`src/rtl/common_ram_initiator_if.sv`:
```
// common_ram_initiator_if: client command/response and common_ram read/write channels
interface common_ram_initiator_if #(
  parameter int ADDRESS_WIDTH = 5,
  parameter int DATA_WIDTH    = 32
);
  logic                     cmd_vaild;
  logic                     cmd_ready;
  logic                     cmd_write;
  logic [ADDRESS_WIDTH-1:0] cmd_address;
  logic [DATA_WIDTH-1:0]    cmd_data;
  logic                     rsp_vaild;
  logic                     rsp_ready;
  logic [DATA_WIDTH-1:0]    rsp_data;
  logic                     rsp_error;
  logic                     bus_read_vaild;
  logic [ADDRESS_WIDTH-1:0] bus_read_address;
  logic [DATA_WIDTH-1:0]    bus_read_data;
  logic                     bus_read_ready;
  logic                     bus_write_vaild;
  logic [ADDRESS_WIDTH-1:0] bus_write_address;
  logic [DATA_WIDTH-1:0]    bus_write_data;
  logic                     bus_write_ready;
  modport master (
    input  cmd_vaild, cmd_write, cmd_address, cmd_data, rsp_ready,
           bus_read_data, bus_read_ready, bus_write_ready,
    output cmd_ready, rsp_vaild, rsp_data, rsp_error,
           bus_read_vaild, bus_read_address, bus_write_vaild, bus_write_address, bus_write_data
  );
  modport slave (
    output cmd_vaild, cmd_write, cmd_address, cmd_data, rsp_ready,
           bus_read_data, bus_read_ready, bus_write_ready,
    input  cmd_ready, rsp_vaild, rsp_data, rsp_error,
           bus_read_vaild, bus_read_address, bus_write_vaild, bus_write_address, bus_write_data
  );
endinterface

```
`src/rtl/common_ram_initiator.sv`:
```
// common_ram_initiator: one-at-a-time command to common_ram bus transfer; define COMMON_RAM_INITIATOR_TIMEOUT_EN for bus-ready timeout
module common_ram_initiator #(
  parameter int ADDRESS_WIDTH  = 5,
  parameter int DATA_WIDTH     = 32,
  parameter int TIMEOUT_CYCLES = 16
) (
  input logic clock,
  input logic reset,
  common_ram_initiator_if.master io
);
  typedef enum logic [1:0] {IDLE, READ, WRITE, RESP} state_t;
  state_t state;
  logic   done;
`ifdef COMMON_RAM_INITIATOR_TIMEOUT_EN
  logic [7:0] cnt;
`endif
  // only the channel currently being driven may complete the transfer
  always_comb done = (state == READ) ? io.bus_read_ready : io.bus_write_ready;
  // single-process FSM; every output is a register so reset forces them all low
  always_ff @(posedge clock or negedge reset) begin
    if (!reset) begin
      state                <= IDLE;
      io.cmd_ready         <= 1'b0;
      io.rsp_vaild         <= 1'b0;
      io.rsp_data          <= '0;
      io.rsp_error         <= 1'b0;
      io.bus_read_vaild    <= 1'b0;
      io.bus_read_address  <= '0;
      io.bus_write_vaild   <= 1'b0;
      io.bus_write_address <= '0;
      io.bus_write_data    <= '0;
`ifdef COMMON_RAM_INITIATOR_TIMEOUT_EN
      cnt                  <= '0;
`endif
    end else begin
      case (state)
        IDLE:
          if (io.cmd_ready && io.cmd_vaild) begin
            state                <= io.cmd_write ? WRITE : READ;
            io.cmd_ready         <= 1'b0;
            io.bus_read_vaild    <= !io.cmd_write;
            io.bus_write_vaild   <= io.cmd_write;
            io.bus_read_address  <= ADDRESS_WIDTH'(io.cmd_address);
            io.bus_write_address <= ADDRESS_WIDTH'(io.cmd_address);
            io.bus_write_data    <= io.cmd_data;
            io.rsp_error         <= 1'b0;
`ifdef COMMON_RAM_INITIATOR_TIMEOUT_EN
            cnt                  <= '0;
`endif
          end else begin
            io.cmd_ready <= 1'b1;
          end
        READ, WRITE:
          if (done) begin
            state              <= RESP;
            io.bus_read_vaild  <= 1'b0;
            io.bus_write_vaild <= 1'b0;
            io.rsp_vaild       <= 1'b1;
            io.rsp_data        <= (state == READ) ? io.bus_read_data : DATA_WIDTH'(0);
          end
`ifdef COMMON_RAM_INITIATOR_TIMEOUT_EN
          else if (cnt == 8'(TIMEOUT_CYCLES - 1)) begin
            state              <= RESP;
            io.bus_read_vaild  <= 1'b0;
            io.bus_write_vaild <= 1'b0;
            io.rsp_vaild       <= 1'b1;
            io.rsp_data        <= '0;
            io.rsp_error       <= 1'b1;
          end else begin
            cnt <= cnt + 8'd1;
          end
`endif
        RESP:
          if (io.rsp_ready) begin
            state        <= IDLE;
            io.rsp_vaild <= 1'b0;
            io.cmd_ready <= 1'b1;
          end
      endcase
    end
  end
endmodule

```
`src/flat_wrapper.sv`:
```
// flat-port wrapper written by rule: the top's interface ports become plain ports
module common_ram_initiator_flat 
#(
  parameter int ADDRESS_WIDTH  = 5,
  parameter int DATA_WIDTH     = 32,
  parameter int TIMEOUT_CYCLES = 16
)
  (clock, reset, io_cmd_vaild, io_cmd_write, io_cmd_address, io_cmd_data, io_rsp_ready, io_bus_read_data, io_bus_read_ready, io_bus_write_ready, io_cmd_ready, io_rsp_vaild, io_rsp_data, io_rsp_error, io_bus_read_vaild, io_bus_read_address, io_bus_write_vaild, io_bus_write_address, io_bus_write_data);
  common_ram_initiator_if #(.ADDRESS_WIDTH(ADDRESS_WIDTH), .DATA_WIDTH(DATA_WIDTH)) io_i ();
  input logic clock;
  input logic reset;
  input wire logic [$bits(io_i.cmd_vaild)-1:0] io_cmd_vaild;
  input wire logic [$bits(io_i.cmd_write)-1:0] io_cmd_write;
  input wire logic [$bits(io_i.cmd_address)-1:0] io_cmd_address;
  input wire logic [$bits(io_i.cmd_data)-1:0] io_cmd_data;
  input wire logic [$bits(io_i.rsp_ready)-1:0] io_rsp_ready;
  input wire logic [$bits(io_i.bus_read_data)-1:0] io_bus_read_data;
  input wire logic [$bits(io_i.bus_read_ready)-1:0] io_bus_read_ready;
  input wire logic [$bits(io_i.bus_write_ready)-1:0] io_bus_write_ready;
  output wire logic [$bits(io_i.cmd_ready)-1:0] io_cmd_ready;
  output wire logic [$bits(io_i.rsp_vaild)-1:0] io_rsp_vaild;
  output wire logic [$bits(io_i.rsp_data)-1:0] io_rsp_data;
  output wire logic [$bits(io_i.rsp_error)-1:0] io_rsp_error;
  output wire logic [$bits(io_i.bus_read_vaild)-1:0] io_bus_read_vaild;
  output wire logic [$bits(io_i.bus_read_address)-1:0] io_bus_read_address;
  output wire logic [$bits(io_i.bus_write_vaild)-1:0] io_bus_write_vaild;
  output wire logic [$bits(io_i.bus_write_address)-1:0] io_bus_write_address;
  output wire logic [$bits(io_i.bus_write_data)-1:0] io_bus_write_data;
  assign io_i.cmd_vaild = io_cmd_vaild;
  assign io_i.cmd_write = io_cmd_write;
  assign io_i.cmd_address = io_cmd_address;
  assign io_i.cmd_data = io_cmd_data;
  assign io_i.rsp_ready = io_rsp_ready;
  assign io_i.bus_read_data = io_bus_read_data;
  assign io_i.bus_read_ready = io_bus_read_ready;
  assign io_i.bus_write_ready = io_bus_write_ready;
  assign io_cmd_ready = io_i.cmd_ready;
  assign io_rsp_vaild = io_i.rsp_vaild;
  assign io_rsp_data = io_i.rsp_data;
  assign io_rsp_error = io_i.rsp_error;
  assign io_bus_read_vaild = io_i.bus_read_vaild;
  assign io_bus_read_address = io_i.bus_read_address;
  assign io_bus_write_vaild = io_i.bus_write_vaild;
  assign io_bus_write_address = io_i.bus_write_address;
  assign io_bus_write_data = io_i.bus_write_data;
  common_ram_initiator #(.ADDRESS_WIDTH(ADDRESS_WIDTH), .DATA_WIDTH(DATA_WIDTH), .TIMEOUT_CYCLES(TIMEOUT_CYCLES)) u_core (.clock(clock), .reset(reset), .io(io_i));
endmodule
```
`config.mk`:
```
export PLATFORM = sky130hd
export DESIGN_NAME = common_ram_initiator_flat
export DESIGN_NICKNAME = d
export VERILOG_FILES = /design/src/rtl/common_ram_initiator_if.sv /design/src/rtl/common_ram_initiator.sv /design/src/flat_wrapper.sv
export SDC_FILE = /design/constraint.sdc
export NUM_CORES = 1
export LEC_CHECK = 0
export ABC_AREA = 1
export CORE_MARGIN = 5
export CORE_UTILIZATION = 41
export CTS_CLUSTER_SIZE = 10
export DETAILED_ROUTE_END_ITERATION = 10
export PLACE_DENSITY = 0.8
export SLEW_MARGIN = 20
export SYNTH_ARGS = -nofsm -noshare
export SYNTH_HDL_FRONTEND = slang
export SYNTH_SLANG_ARGS = --single-unit
```
`constraint.sdc`:
```
create_clock -name clock -period 1.55 [get_ports clock]
set_input_delay 0.465 -clock clock [delete_from_list [all_inputs] [get_ports clock]]
set_output_delay 0.465 -clock clock [all_outputs]
set_load 0.02 [all_outputs]
```
==> results by group <==
Status
  • Status: finished, final reports clean

Floorplan
  • Std-Cell Rows: 32
  • I/O pin cnt: 155
  • Die height: 100 µm
  • Initial cell density of the core: 0.425
  • Die area: 9990 µm²
  • Die Wd: 100 µm
  • Core Area: 7810 µm²

Synthesis
  • Post-synthesis cell area: 3320 µm²
  • Syn Inst Count: 359
  • Yosys cell types: 17
  • Synth Area per Inst: 9.24 µm²
  • Seq cells post-synth: 75
  • Synth Net Count: 439
  • Sequential-to-total area share from yosys stat: 0.566
  • Syn. warnings: 0

Clock tree
  • Hold-fix buffers, CTS: 0
  • TritonCTS clock tree: done
  • Clk sink count: 75
  • Htree depth: 3
  • Clk pin slew, worst setup/hold paths: 0.08 ns
  • TritonCTS buffer count: 9
  • Post-CTS setup buffer count: 0
  • Clk Latency, worst-skew pair: 0.34 ns
  • CTS Root Cell: clkbuf_8
  • Clk buf depth: 2

STA
  • Final setup viols: 0
  • Post-layout min period: 1.51 ns
  • Final period util: 0.974
  • Clk_skew: 0.0145 ns
  • Fmax: 662 MHz
  • Final number of hold-violating endpoints: 0
  • RSZ-0062 raised after global routing: true
  • Final Max Tran Viols: 0
  • WHS: 0.0812 ns

Setup path
  • CP endpoint kind: output port
  • CP startpoint kind: flip-flop
  • WP buf/inv: 1
  • Critical path arrival: 1.05 ns
  • CP max-delay cell: dfrtp_1
  • Setup Crit Path Kind: reg -> out
  • Worst-path maximum fanout: 3
  • Crit-path max cell delay: 0.39 ns
  • Crit-path leading delay family: flip-flops
  • Crit-path cells: dlygate4sd2_1
  • WP data required: 1.08 ns

Place
  • HPWL after detailed placement: 6280 µm
  • Number of port buffers: 153
  • Placer Congestion: 0.793

GRT
  • Largest net degree at the start of global routing: 75
  • First-pass GRT wire length: 13200 µm
  • Vias in the first global route: 2745
  • Initial antenna violation count: 0
  • GRT Total Usage: 0.165
  • Gr ovfl total: 0

Detailed routing
  • Post-DR vias/cell: 4.58
  • Post-DRT Antenna Nets: 0
  • WL final: 8670 µm
  • Routed len/inst: 14.0 µm
  • Vias: 2838
  • Remaining DRCs: 0
  • DR iter-0 viols: 46
  • First-pass iteration count of the detailed router: 7

Final layout
  • Nets: 592
  • Share of cells above drive strength 1: 0.159
  • Commonest non-fill, non-tap cells in the layout: 123 x nand2_1, 75 x dfrtp_1, 74 x clkdlybuf4s50_1
  • Layout area overhead: 54.4%
  • Commonest non-fill, non-tap cell in the layout: nand2_1
  • Diode count: 0

Worst hold path
  • Tightest Hold Check Type: in -> async

Pwr
  • Final Total Pwr: 9.34 mW
  • Peak VDD IR: 0.817 mV
  • P_leak: 2.56 nW
  • Power Density: 1820 nW/µm²

Flow run
  • Maxcap violations: 0
[final cells by class]
cell class                 instances  area, µm²
clock buffer                      12        155
clock inverter                     4       48.8
fill                             672       2690
inverter                          45        169
multi-input combinational        215       1110
sequential                        75       1880
tap                              102        128
timing repair buffer             166       1630
[synthesized netlist by cell type (all sizes together)]
cell type	n	area share
nor2	4	0.0045
nand2	126	0.15
buf	20	0.054
nand4	4	0.0075
conb	1	0.0011
nand3	4	0.0060
ha	4	0.015
clkbuf	4	0.0045
o21ai	72	0.14
inv	45	0.051
dfrtp	75	0.57
[what timing repair did]
| action | in CTS | in global routing |
|---|---|---|
| resized for setup | 81 | 73 |
| setup endpoints to repair | 78 | 95 |
| pin swaps | 0 | 0 |
| cloned | 0 | 3 |
[worst paths after layout]
check / to / slack [ns] / from / cells after the start
setup / recovery: io_bus_read_address[2] / 0.04 / u_core.io.bus_read_address[2] / 1
max in group asynchronous: u_core.io.bus_write_data[24] / 1.05 / reset / 2
hold / removal: u_core.io.rsp_vaild / 0.08 / reset / 2
setup reg to reg: u_core.io.rsp_data[20] / 0.09 / u_core.state[1] / 8
hold reg to reg: u_core.io.bus_write_data[17] / 0.49 / u_core.io.bus_write_data[17] / 2
min in group clock: u_core.io.bus_write_data[17] / 0.49 / u_core.io.bus_write_data[17] / 2
[stage by stage]
| step | instance area [µm²] | setup WS (ns) | util | instances | TNS, ns |
|---|---|---|---|---|---|
| after global routing | 5120 | -0.0260 | 0.656 | 619 | -0.0621 |
| after floorplan | 3320 | 0.182 | - | 359 | 0 |
| final | 5120 | 0.0396 | 0.656 | 619 | 0 |
| after global placement | 4910 | -0.0886 | 0.629 | 600 | -1.96 |
| after CTS | 5020 | -0.00126 | 0.643 | 616 | -0.00126 |
| after detailed placement | 4910 | -0.0988 | 0.629 | 600 | -2.41 |
[flip-flops by register name (all words and copies together) (netlist names)]
name	flops
u_core.io.bus_write_data	32
u_core.io.cmd_ready	1
u_core.io.bus_write_vaild	1
u_core.io.rsp_vaild	1
u_core.io.rsp_data	32
u_core.io.bus_read_vaild	1
u_core.io.bus_read_address	5
u_core.state	2
[report_power, final]
group	internal, mW	switching, mW
clock	0.831	0.700
sequential	2.65	0.383
combinational	1.94	2.84
[worst register-to-register path, cell delays in order (launching register included)]
cell,delay (ns)
dfrtp_1,0.42
inv_1,0.12
ha_4,0.18
inv_1,0.06
nand2_2,0.08
nand2_2,0.07
nand2_4,0.14
clkbuf_16,0.22
o21ai_2,0.06
[metal layers]
metal / share of wire / global-route usage / up-vias
met3: 0.096 / 0.0702 / 10
li1: - / - / 1406
met2: 0.47 / 0.269 / 118
met5: 0 / 0 / -
met4: 0.014 / 0.0536 / 0
met1: 0.41 / 0.199 / 1304
[cells by family after synthesis]
group / after synthesis / share of synthesized area
adders and majority gates: 4 / 0.0151
DFF: 75 / 0.566
buffers and inverters: 69 / 0.109
AOI/OAI and AO/OA: 72 / 0.145
other: 1 / 0.00113
and+or+nand+nor: 138 / 0.164
(Power assumes the default switching activity.)
